--- src/rtl/ha_array_reducer.sv ---
// ha_array_reducer: final summation of four weighted half-adder row pairs into a 16-bit product.
// Latency: two register stages; a row set presented in cycle c is on p/out_valid in cycle c+2.
// Backpressure: p/ovf hold while out_ready=0; in_ready drops only when both stages are full and stalled.
// Build option: define HA_REDUCE_SAT_EN to saturate p to 16'hFFFF when the 17-bit sum overflows.
module ha_array_reducer #(
  parameter int CNT_W = 16
) (
  input  logic             clk,
  input  logic             rst,
  input  logic             in_valid,
  output logic             in_ready,
  input  logic [6:0]       ha_array_0_b,
  input  logic [6:0]       ha_array_1_b,
  input  logic [6:0]       ha_array_2_b,
  input  logic [6:0]       ha_array_3_b,
  input  logic [8:0]       ha_array_0_t,
  input  logic [8:0]       ha_array_1_t,
  input  logic [8:0]       ha_array_2_t,
  input  logic [8:0]       ha_array_3_t,
  output logic             out_valid,
  input  logic             out_ready,
  output logic [15:0]      p,
  output logic             ovf,
  output logic [CNT_W-1:0] out_count
);

  // Unshifted row value: t plus carries weighted two places up; max 511 + 508 = 1019.
  function automatic logic [9:0] row_pre(input logic [6:0] b, input logic [8:0] t);
    return {1'b0, t} + {1'b0, b, 2'b00};
  endfunction

  logic [9:0]       pre0, pre1, pre2, pre3;
  logic             s1_vld_q, s1_vld_d;
  logic [12:0]      a_q, a_d;
  logic [16:0]      b_q, b_d;
  logic             s2_vld_q, s2_vld_d;
  logic [15:0]      p_q, p_d;
  logic             ovf_q, ovf_d;
  logic [CNT_W-1:0] cnt_q, cnt_d;
  logic [16:0]      sum;
  logic             s1_load, s2_load, out_fire;

  assign pre0 = row_pre(ha_array_0_b, ha_array_0_t);
  assign pre1 = row_pre(ha_array_1_b, ha_array_1_t);
  assign pre2 = row_pre(ha_array_2_b, ha_array_2_t);
  assign pre3 = row_pre(ha_array_3_b, ha_array_3_t);

  // Stage 1 may accept whenever it is empty, stage 2 is empty, or stage 2 drains this cycle.
  assign in_ready = !s1_vld_q || !s2_vld_q || out_ready;
  assign s1_load  = in_valid && in_ready;
  assign s2_load  = s1_vld_q && (!s2_vld_q || out_ready);
  assign out_fire = s2_vld_q && out_ready;

  // Full-width final add; bit 16 is the overflow beyond the 16-bit product.
  assign sum = {4'b0000, a_q} + b_q;

  // Stage 1: pair rows 0+1 (13 bits) and rows 2+3 (17 bits) so no partial sum truncates.
  always_comb begin
    a_d      = a_q;
    b_d      = b_q;
    s1_vld_d = s1_vld_q;
    if (s1_load) begin
      a_d      = 13'(pre0) + {1'b0, pre1, 2'b00};
      b_d      = {3'b000, pre2, 4'b0000} + {1'b0, pre3, 6'b000000};
      s1_vld_d = 1'b1;
    end else if (s2_load) begin
      s1_vld_d = 1'b0;
    end
  end

  // Stage 2: final product and overflow flag; holds while the consumer stalls.
  always_comb begin
    p_d      = p_q;
    ovf_d    = ovf_q;
    s2_vld_d = s2_vld_q;
    if (s2_load) begin
`ifdef HA_REDUCE_SAT_EN
      p_d = sum[16] ? 16'hFFFF : sum[15:0];
`else
      p_d = sum[15:0];
`endif
      ovf_d    = sum[16];
      s2_vld_d = 1'b1;
    end else if (out_fire) begin
      s2_vld_d = 1'b0;
    end
  end

  // Completed output transfer counter, wraps naturally.
  always_comb begin
    cnt_d = cnt_q;
    if (out_fire) begin
      cnt_d = cnt_q + CNT_W'(1);
    end
  end

  // Pipeline and status registers with synchronous reset discarding in-flight data.
  always_ff @(posedge clk) begin
    if (rst) begin
      s1_vld_q <= 1'b0;
      a_q      <= '0;
      b_q      <= '0;
      s2_vld_q <= 1'b0;
      p_q      <= '0;
      ovf_q    <= 1'b0;
      cnt_q    <= '0;
    end else begin
      s1_vld_q <= s1_vld_d;
      a_q      <= a_d;
      b_q      <= b_d;
      s2_vld_q <= s2_vld_d;
      p_q      <= p_d;
      ovf_q    <= ovf_d;
      cnt_q    <= cnt_d;
    end
  end

  assign out_valid = s2_vld_q;
  assign p         = p_q;
  assign ovf       = ovf_q;
  assign out_count = cnt_q;

endmodule
--- config.mk ---
export PLATFORM = sky130hd
export DESIGN_NAME = ha_array_reducer
export DESIGN_NICKNAME = d
export VERILOG_FILES = /design/src/rtl/ha_array_reducer.sv
export SDC_FILE = /design/constraint.sdc
export NUM_CORES = 1
export LEC_CHECK = 0
export ABC_AREA = 1
export ABC_CLOCK_PERIOD_IN_PS = 2440
export CORE_ASPECT_RATIO = 0.8
export CORE_UTILIZATION = 47
export CTS_CLUSTER_DIAMETER = 120
export DETAILED_ROUTE_END_ITERATION = 10
export PLACE_DENSITY = 0.77
export SLEW_MARGIN = 20
export SYNTH_ARGS = -nofsm -noshare
export SYNTH_HDL_FRONTEND = slang
export SYNTH_SLANG_ARGS = --single-unit
--- constraint.sdc ---
create_clock -name clk -period 2.44 [get_ports clk]
set_input_delay 0.244 -clock clk [delete_from_list [all_inputs] [get_ports clk]]
set_output_delay 0.244 -clock clk [all_outputs]
set_load 0.01 [all_outputs]
==> results.yml, run 1 <==
status:
  status: "finished, final reports clean"
critical_path:
  cp-end-kind: "flop"
  crit_chain: "clkdlybuf4s15_1 -> ha_4 -> a21oi_4 -> nand2_4 -> xor2_2 -> fa_1 -> ha_4 -> a21o_1 -> nor2_1 -> o21ai_1 -> xor2_1 -> o21ai_1 -> inv_1"
  crit_arrival_ns: 2.64
  startpoint_type: "input port"
  crit_type: "input port to flop"
  max_stage_delay_ns: 0.58
  critPathBufInv: 2
  critPathMaxFanout: 4
  crit_family: "adder cells"
  required_ns: 2.66
  slowest_stage: "fa_1"
yosys:
  yosysMostFrequentCell: "nand2_1"
  synth-seq-cells: 61
  synthAdderAreaFrac_pct: 18.1
  yosysWarnings: 0
  synth_compound_gate_area_share_pct: 13.2
  synthTopCellsByArea: "dfxtp_1 (26%), ha_1 (12%), nand2_1 (9.2%)"
  yosysTopAreaCell: "dfxtp_1"
  syn_area_um2: 4620
  yosys.area_share.simple_pct: 27.0
  synth_edf_count: 0
  synth_top_family_by_area: "simple AND/OR/NAND/NOR gates"
  synth_xor_area_share_pct: 5.88
  syn_avg_cell_area_um2: 6.97
  netlist_instances: 662
  seq_area_frac_synth_pct: 26.4
  async_flop_share_pct: 0
  yosysUniqueCellTypes: 36
  yosys_most_used_dff: "dfxtp_1"
  yosys.area.top_type_share_pct: 26.4
  syn_nets: 789
  synth_common_cells: "nand2_1 (113), nor2_1 (101), inv_1 (97)"
  synth.area.mux_share_pct: 0
timing:
  finalSetupTns_ns: 0
  min_period_over_period_pct: 99.2
  finalSetupViolations: 0
  relSlewSlack_pct: 53.8
  worstMarginPinSlew_ns: 0.693
  drv_slew: 0
  hold_viol_final: 0
  setup_slack_ns: 0.0196
  holdWs_ns: 0.431
  max_freq_mhz: 413
  rsz0062_at_grt: "true"
  skew_ns: 0.00613
  post-route-min-period_ns: 2.42
finish:
  syn_to_final_growth_pct: 48.4
  drive_gt1_share_pct: 19.5
  register_area_um2: 1220
  design_area_um2: 6850
  multiInputGateArea_um2: 3330
  fillers: 706
  diodes: 0
  final_nets: 951
drt:
  wl_per_cell_um: 13.5
  drc: 0
  vias: 4826
  drt-initial-drc-count: 260
  final_antenna_net_count: 0
  drt_first_pass_iters: 5
  routed_via_density: 5.11
  drt-total-wl_um: 12700
placed_design:
  gpl.final_weighted_congestion: 0.872
  pre_cts_slack_ns: -0.777
  placed_area_um2: 6170
  io_buffers: 102
  dp_hpwl_um: 9390
floorplan:
  initial_core_util_pct: 49.6
  design.die.area_um2: 10200
  num_io_pins: 103
  die_w_um: 113
  fp.coreArea_um2: 9310
  rows: 31
  die_y_um: 90.7
grt:
  grt_antenna_before_repair: 0
  grt_pass1_vias: 4659
  gr-total-overflow: 0
  grt_max_degree: 36
  grt_pass1_wl_um: 21200
  track_usage_pct: 25.6
pwr:
  ir_drop_uv: 374
  p_leak_nw: 3.32
  power_density_nw_per_um2: 619
hold_path:
  hold_class: "input port to flop"
cts:
  insertion_delay_ns: 0.33
  cts_max_level: 3
  cts_made_buffers: 9
  cts_tree: "yes"
  cts.clk_slew.worst_paths_ns: 0.05
  clock-sinks: 61
  ctsHoldBuffers: 0
  cts_max_path_buffers: 2
  ctsRootBufferMaster: "clkbuf_16"
flow_run:
  maxCapViolations: 0
cell type report:
class                           count  area share, %
Clock buffer                        9           3.29
Clock inverter                      7          0.767
Timing Repair Buffer              164           22.0
Sequential cell                    61           17.8
Multi-Input combinational cell    490           48.7
Inverter                           98           5.37
Tap cell                          115           2.10
flip-flops by register name, indices dropped and copies added (netlist names):
register / count
ovf: 1
out_count: 16
b_q: 13
s1_vld_q: 1
a_q: 13
out_valid: 1
p: 16
worst reg2reg max path, delay by kind of cell (launching register included):
family                   cells  cell delay, ns
flip-flops                   1            0.33
buffers and inverters        3            0.23
adder cells (fa/ha/maj)      2            0.61
AND/OR/NAND/NOR              8            0.68
through the flow:
stage / total power [W] / instances / util (%)
after floorplan: 0.00221 / 662 / -
after global placement: 0.00279 / 913 / 66.3
after CTS: 0.00408 / 940 / 70.9
after global routing: 0.00453 / 944 / 73.6
after detailed placement: 0.00284 / 913 / 66.3
final: 0.00424 / 944 / 73.6
layer usage:
| metal | GRT usage [%] | vias to the layer above | wire, um |
|---|---|---|---|
| li1 | - | 2467 | - |
| met2 | 43.8 | 142 | 6200 |
| met1 | 32.8 | 2197 | 5680 |
| met4 | 7.78 | 0 | 206 |
| met5 | 0 | - | 0 |
| met3 | 4.23 | 20 | 668 |
where the power goes:
group,switching (W),internal [W]
logic,0.000980,0.000953
clock network,0.000471,0.000686
registers,0.0000651,0.00109
total,0.00152,0.00273
final timing paths:
check | start | to | slack [ns] | depth (start not counted)
min reg2reg | out_count[15] | out_count[15] | 0.47 | 2
max reg2reg | a_q[4] | p[12] | 0.51 | 13
min | ha_array_2_t[2] | b_q[6] | 0.43 | 5
max | ha_array_1_t[4] | a_q[8] | 0.02 | 13
cell families (layout without fill, tap and decap cells):
logic type | after synthesis | count (layout)
buffers and inverters | 111 | 278
adders and majority gates | 59 | 59
and+or+nand+nor | 286 | 286
xor gates and xnor gates | 31 | 31
AOI/OAI and AO/OA | 114 | 114
DFF | 61 | 61
layout by cell type (no fill, tap or decap), drive strengths merged, types with 12 or more instances in the layout:
cell type / count
nand2: 115
nor2: 106
inv: 98
clkdlybuf4s50: 79
buf: 67
dfxtp: 61
a21oi: 55
ha: 46
o21ai: 45
nand3: 44
xor2: 24
fa: 13
clkbuf: 12
what timing repair did:
action                     4_1_cts  5_1_grt
setup buffers                   11        4
setup endpoints to repair       15       13
pin swaps                       36       46
resized for setup               45       67
No activity file was read; power rests on OpenSTA's default activity.
==> run 2, diff against run 1 <==
--- a/config.mk
+++ b/config.mk
@@ -6,12 +6,12 @@
 export NUM_CORES = 1
 export LEC_CHECK = 0
 export ABC_AREA = 1
-export ABC_CLOCK_PERIOD_IN_PS = 2440
+export ABC_CLOCK_PERIOD_IN_PS = 2900
 export CORE_ASPECT_RATIO = 0.8
-export CORE_UTILIZATION = 47
+export CORE_UTILIZATION = 56
 export CTS_CLUSTER_DIAMETER = 120
 export DETAILED_ROUTE_END_ITERATION = 10
-export PLACE_DENSITY = 0.77
+export PLACE_DENSITY = 0.86
 export SLEW_MARGIN = 20
 export SYNTH_ARGS = -nofsm -noshare
 export SYNTH_HDL_FRONTEND = slang
==> constraint.sdc (replaced) <==
create_clock -name clk -period 2.9 [get_ports clk]
set_input_delay 0.29 -clock clk [delete_from_list [all_inputs] [get_ports clk]]
set_output_delay 0.29 -clock clk [all_outputs]
set_load 0.01 [all_outputs]
==> run 2 against run 1 <==
  * Sequential cell count unchanged
  * Register-to-register slack better by 0.46 ns
  * Sequential share of layout area is 1.5 points higher
  * Routed wire length shrank 6.5%
  * Core utilization increased by 6.1 points
  * Clock power down 33%
  * Final cell count fell by 4.1%
  * First-iteration DRC count is 1.5% higher
  * Critical path type unchanged
  * Largest power group unchanged
==> results.yml, run 2 (same netlist as run 1, synthesis figures left out) <==
status:
  status: "finished, final reports clean"
drt:
  final_antenna_net_count: 0
  drt-total-wl_um: 11900
  routed_via_density: 5.24
  wl_per_cell_um: 13.2
  drt_first_pass_iters: 5
  drc: 0
  drt-initial-drc-count: 264
  vias: 4745
flow_run:
  maxCapViolations: 0
cts:
  cts.clk_slew.worst_paths_ns: 0.08
  cts_max_path_buffers: 2
  clock-sinks: 61
  insertion_delay_ns: 0.35
  cts_max_level: 3
  ctsRootBufferMaster: "clkbuf_8"
  cts_tree: "yes"
  cts_made_buffers: 9
floorplan:
  initial_core_util_pct: 58.1
  die_y_um: 83.2
  design.die.area_um2: 8610
  fp.coreArea_um2: 7950
  die_w_um: 104
  num_io_pins: 103
  rows: 29
timing:
  worstMarginPinSlew_ns: 0.697
  finalSetupTns_ns: 0
  relSlewSlack_pct: 53.5
  hold_viol_final: 0
  finalSetupViolations: 0
  post-route-min-period_ns: 2.79
  min_period_over_period_pct: 96.2
  setup_slack_ns: 0.111
  drv_slew: 0
  max_freq_mhz: 358
  skew_ns: 0.0106
pwr:
  switching_share_pct: 37.6
  pwr-share-clk_pct: 24.4
  p_leak_nw: 3.07
  ir_drop_uv: 331
  p_int_w: 0.00200
  power_density_nw_per_um2: 506
  power_switching_w: 0.00120
  p_comb_share_pct: 45.4
  seqPwrFrac_pct: 30.2
placed_design:
  dp_hpwl_um: 9010
  pre_cts_slack_ns: -0.425
  placed_area_um2: 5920
  io_buffers: 102
  numPlacedInstances: 887
  gpl.final_weighted_congestion: 0.891
finish:
  utilization_pct: 79.7
  drive_gt1_share_pct: 11.8
  fin_cells: 905
  final_nets: 919
  fillers: 546
  design_area_um2: 6330
  syn_to_final_growth_pct: 37.1
  diodes: 0
  layout_commonest_cell: "nand2_1"
  final_cell_mix: "nand2_1 (104), nor2_1 (101), clkdlybuf4s50_1 (96)"
critical_path:
  worstRegToRegCells: 13
  crit_type: "input port to flop"
  required_ns: 3.16
  critPathMaxFanout: 4
  startpoint_type: "input port"
  crit_arrival_ns: 3.05
  cp-end-kind: "flop"
grt:
  track_usage_pct: 27.8
  grt_max_degree: 36
  grt_pass1_wl_um: 19800
  gr-total-overflow: 0
  grt_pass1_vias: 4545
  grt_antenna_before_repair: 0
hold_path:
  hold_depth: 2
  hold_class: "flop to flop"
## run 2: repair_timing
item | CTS | global route
buffers inserted | 0 | 2
hold buffers | 0 | 0
endpoints found under the setup margin | 3 | 12
pin swaps | 0 | 32
gates cloned | 0 | 0
gates resized for setup | 6 | 41
## run 2: cell type report
cell class                      count  area [um^2]  area share, %
Multi-Input combinational cell    490         3140           49.6
Timing Repair Buffer              132         1260           19.9
Sequential cell                    61         1220           19.3
Inverter                           98          368           5.81
Tap cell                          108          135           2.13
Clock buffer                        9          124           1.96
Clock inverter                      7         82.6           1.30
## run 2: per-stage QoR
step                total power [W]  hold slack, ns
finish                      0.00321           0.468
global route                0.00343           0.495
CTS                         0.00309           0.473
detailed placement          0.00227           0.460
global placement            0.00223           0.446
floorplan                   0.00180           0.425
## run 2: path summary, 6_finish.rpt
check	start	endpoint	slack, ns
worst min-delay path	out_count[15]	out_count[15]	0.47
worst max register to register	a_q[4]	p[12]	0.97
worst min register to register	out_count[15]	out_count[15]	0.47
worst max-delay path	ha_array_1_b[3]	a_q[11]	0.11
## run 2: per-layer routing
metal,share of wire [%],vias to the layer above,global-route usage [%]
li1,-,2400,-
met1,43,2130,34.3
met2,48,177,49.3
met3,6.2,38,5.26
met4,2.6,0,7.77
met5,0,-,0
## run 2: power by group through the flow
| stage | logic, W | registers [W] | clock network [W] |
|---|---|---|---|
| 6_report | 0.00145 | 0.000968 | 0.000783 |
| 5_1_grt | 0.00161 | 0.000976 | 0.000839 |
| 4_1_cts | 0.00133 | 0.000965 | 0.000792 |
| 3_5_place_dp | 0.00129 | 0.000984 | 0 |
| 3_3_place_gp | 0.00124 | 0.000981 | 0 |
| 2_1_floorplan | 0.000825 | 0.000978 | 0 |
## run 2: critical path, cell delays in order
cell,delay [ns]
clkdlybuf4s50_1,0.41
ha_1,0.33
nand2_1,0.09
nand2_1,0.09
a21oi_4,0.15
xor2_2,0.11
fa_1,0.53
inv_2,0.05
ha_4,0.28
nand2_2,0.05
inv_2,0.06
nand3_2,0.09
nand3_2,0.11
nand2_2,0.06
nand2_2,0.07
nand2_1,0.05
nand2_1,0.05
nand3_1,0.06
nand2_1,0.07
inv_1,0.03
==> run 3, diff against run 2 <==
--- a/config.mk
+++ b/config.mk
@@ -6,7 +6,6 @@
 export NUM_CORES = 1
 export LEC_CHECK = 0
 export ABC_AREA = 1
-export ABC_CLOCK_PERIOD_IN_PS = 2900
 export CORE_ASPECT_RATIO = 0.8
 export CORE_UTILIZATION = 56
 export CTS_CLUSTER_DIAMETER = 120
==> results of run 3 <==
Final layout, timing and power as in run 2 (identical DEF).
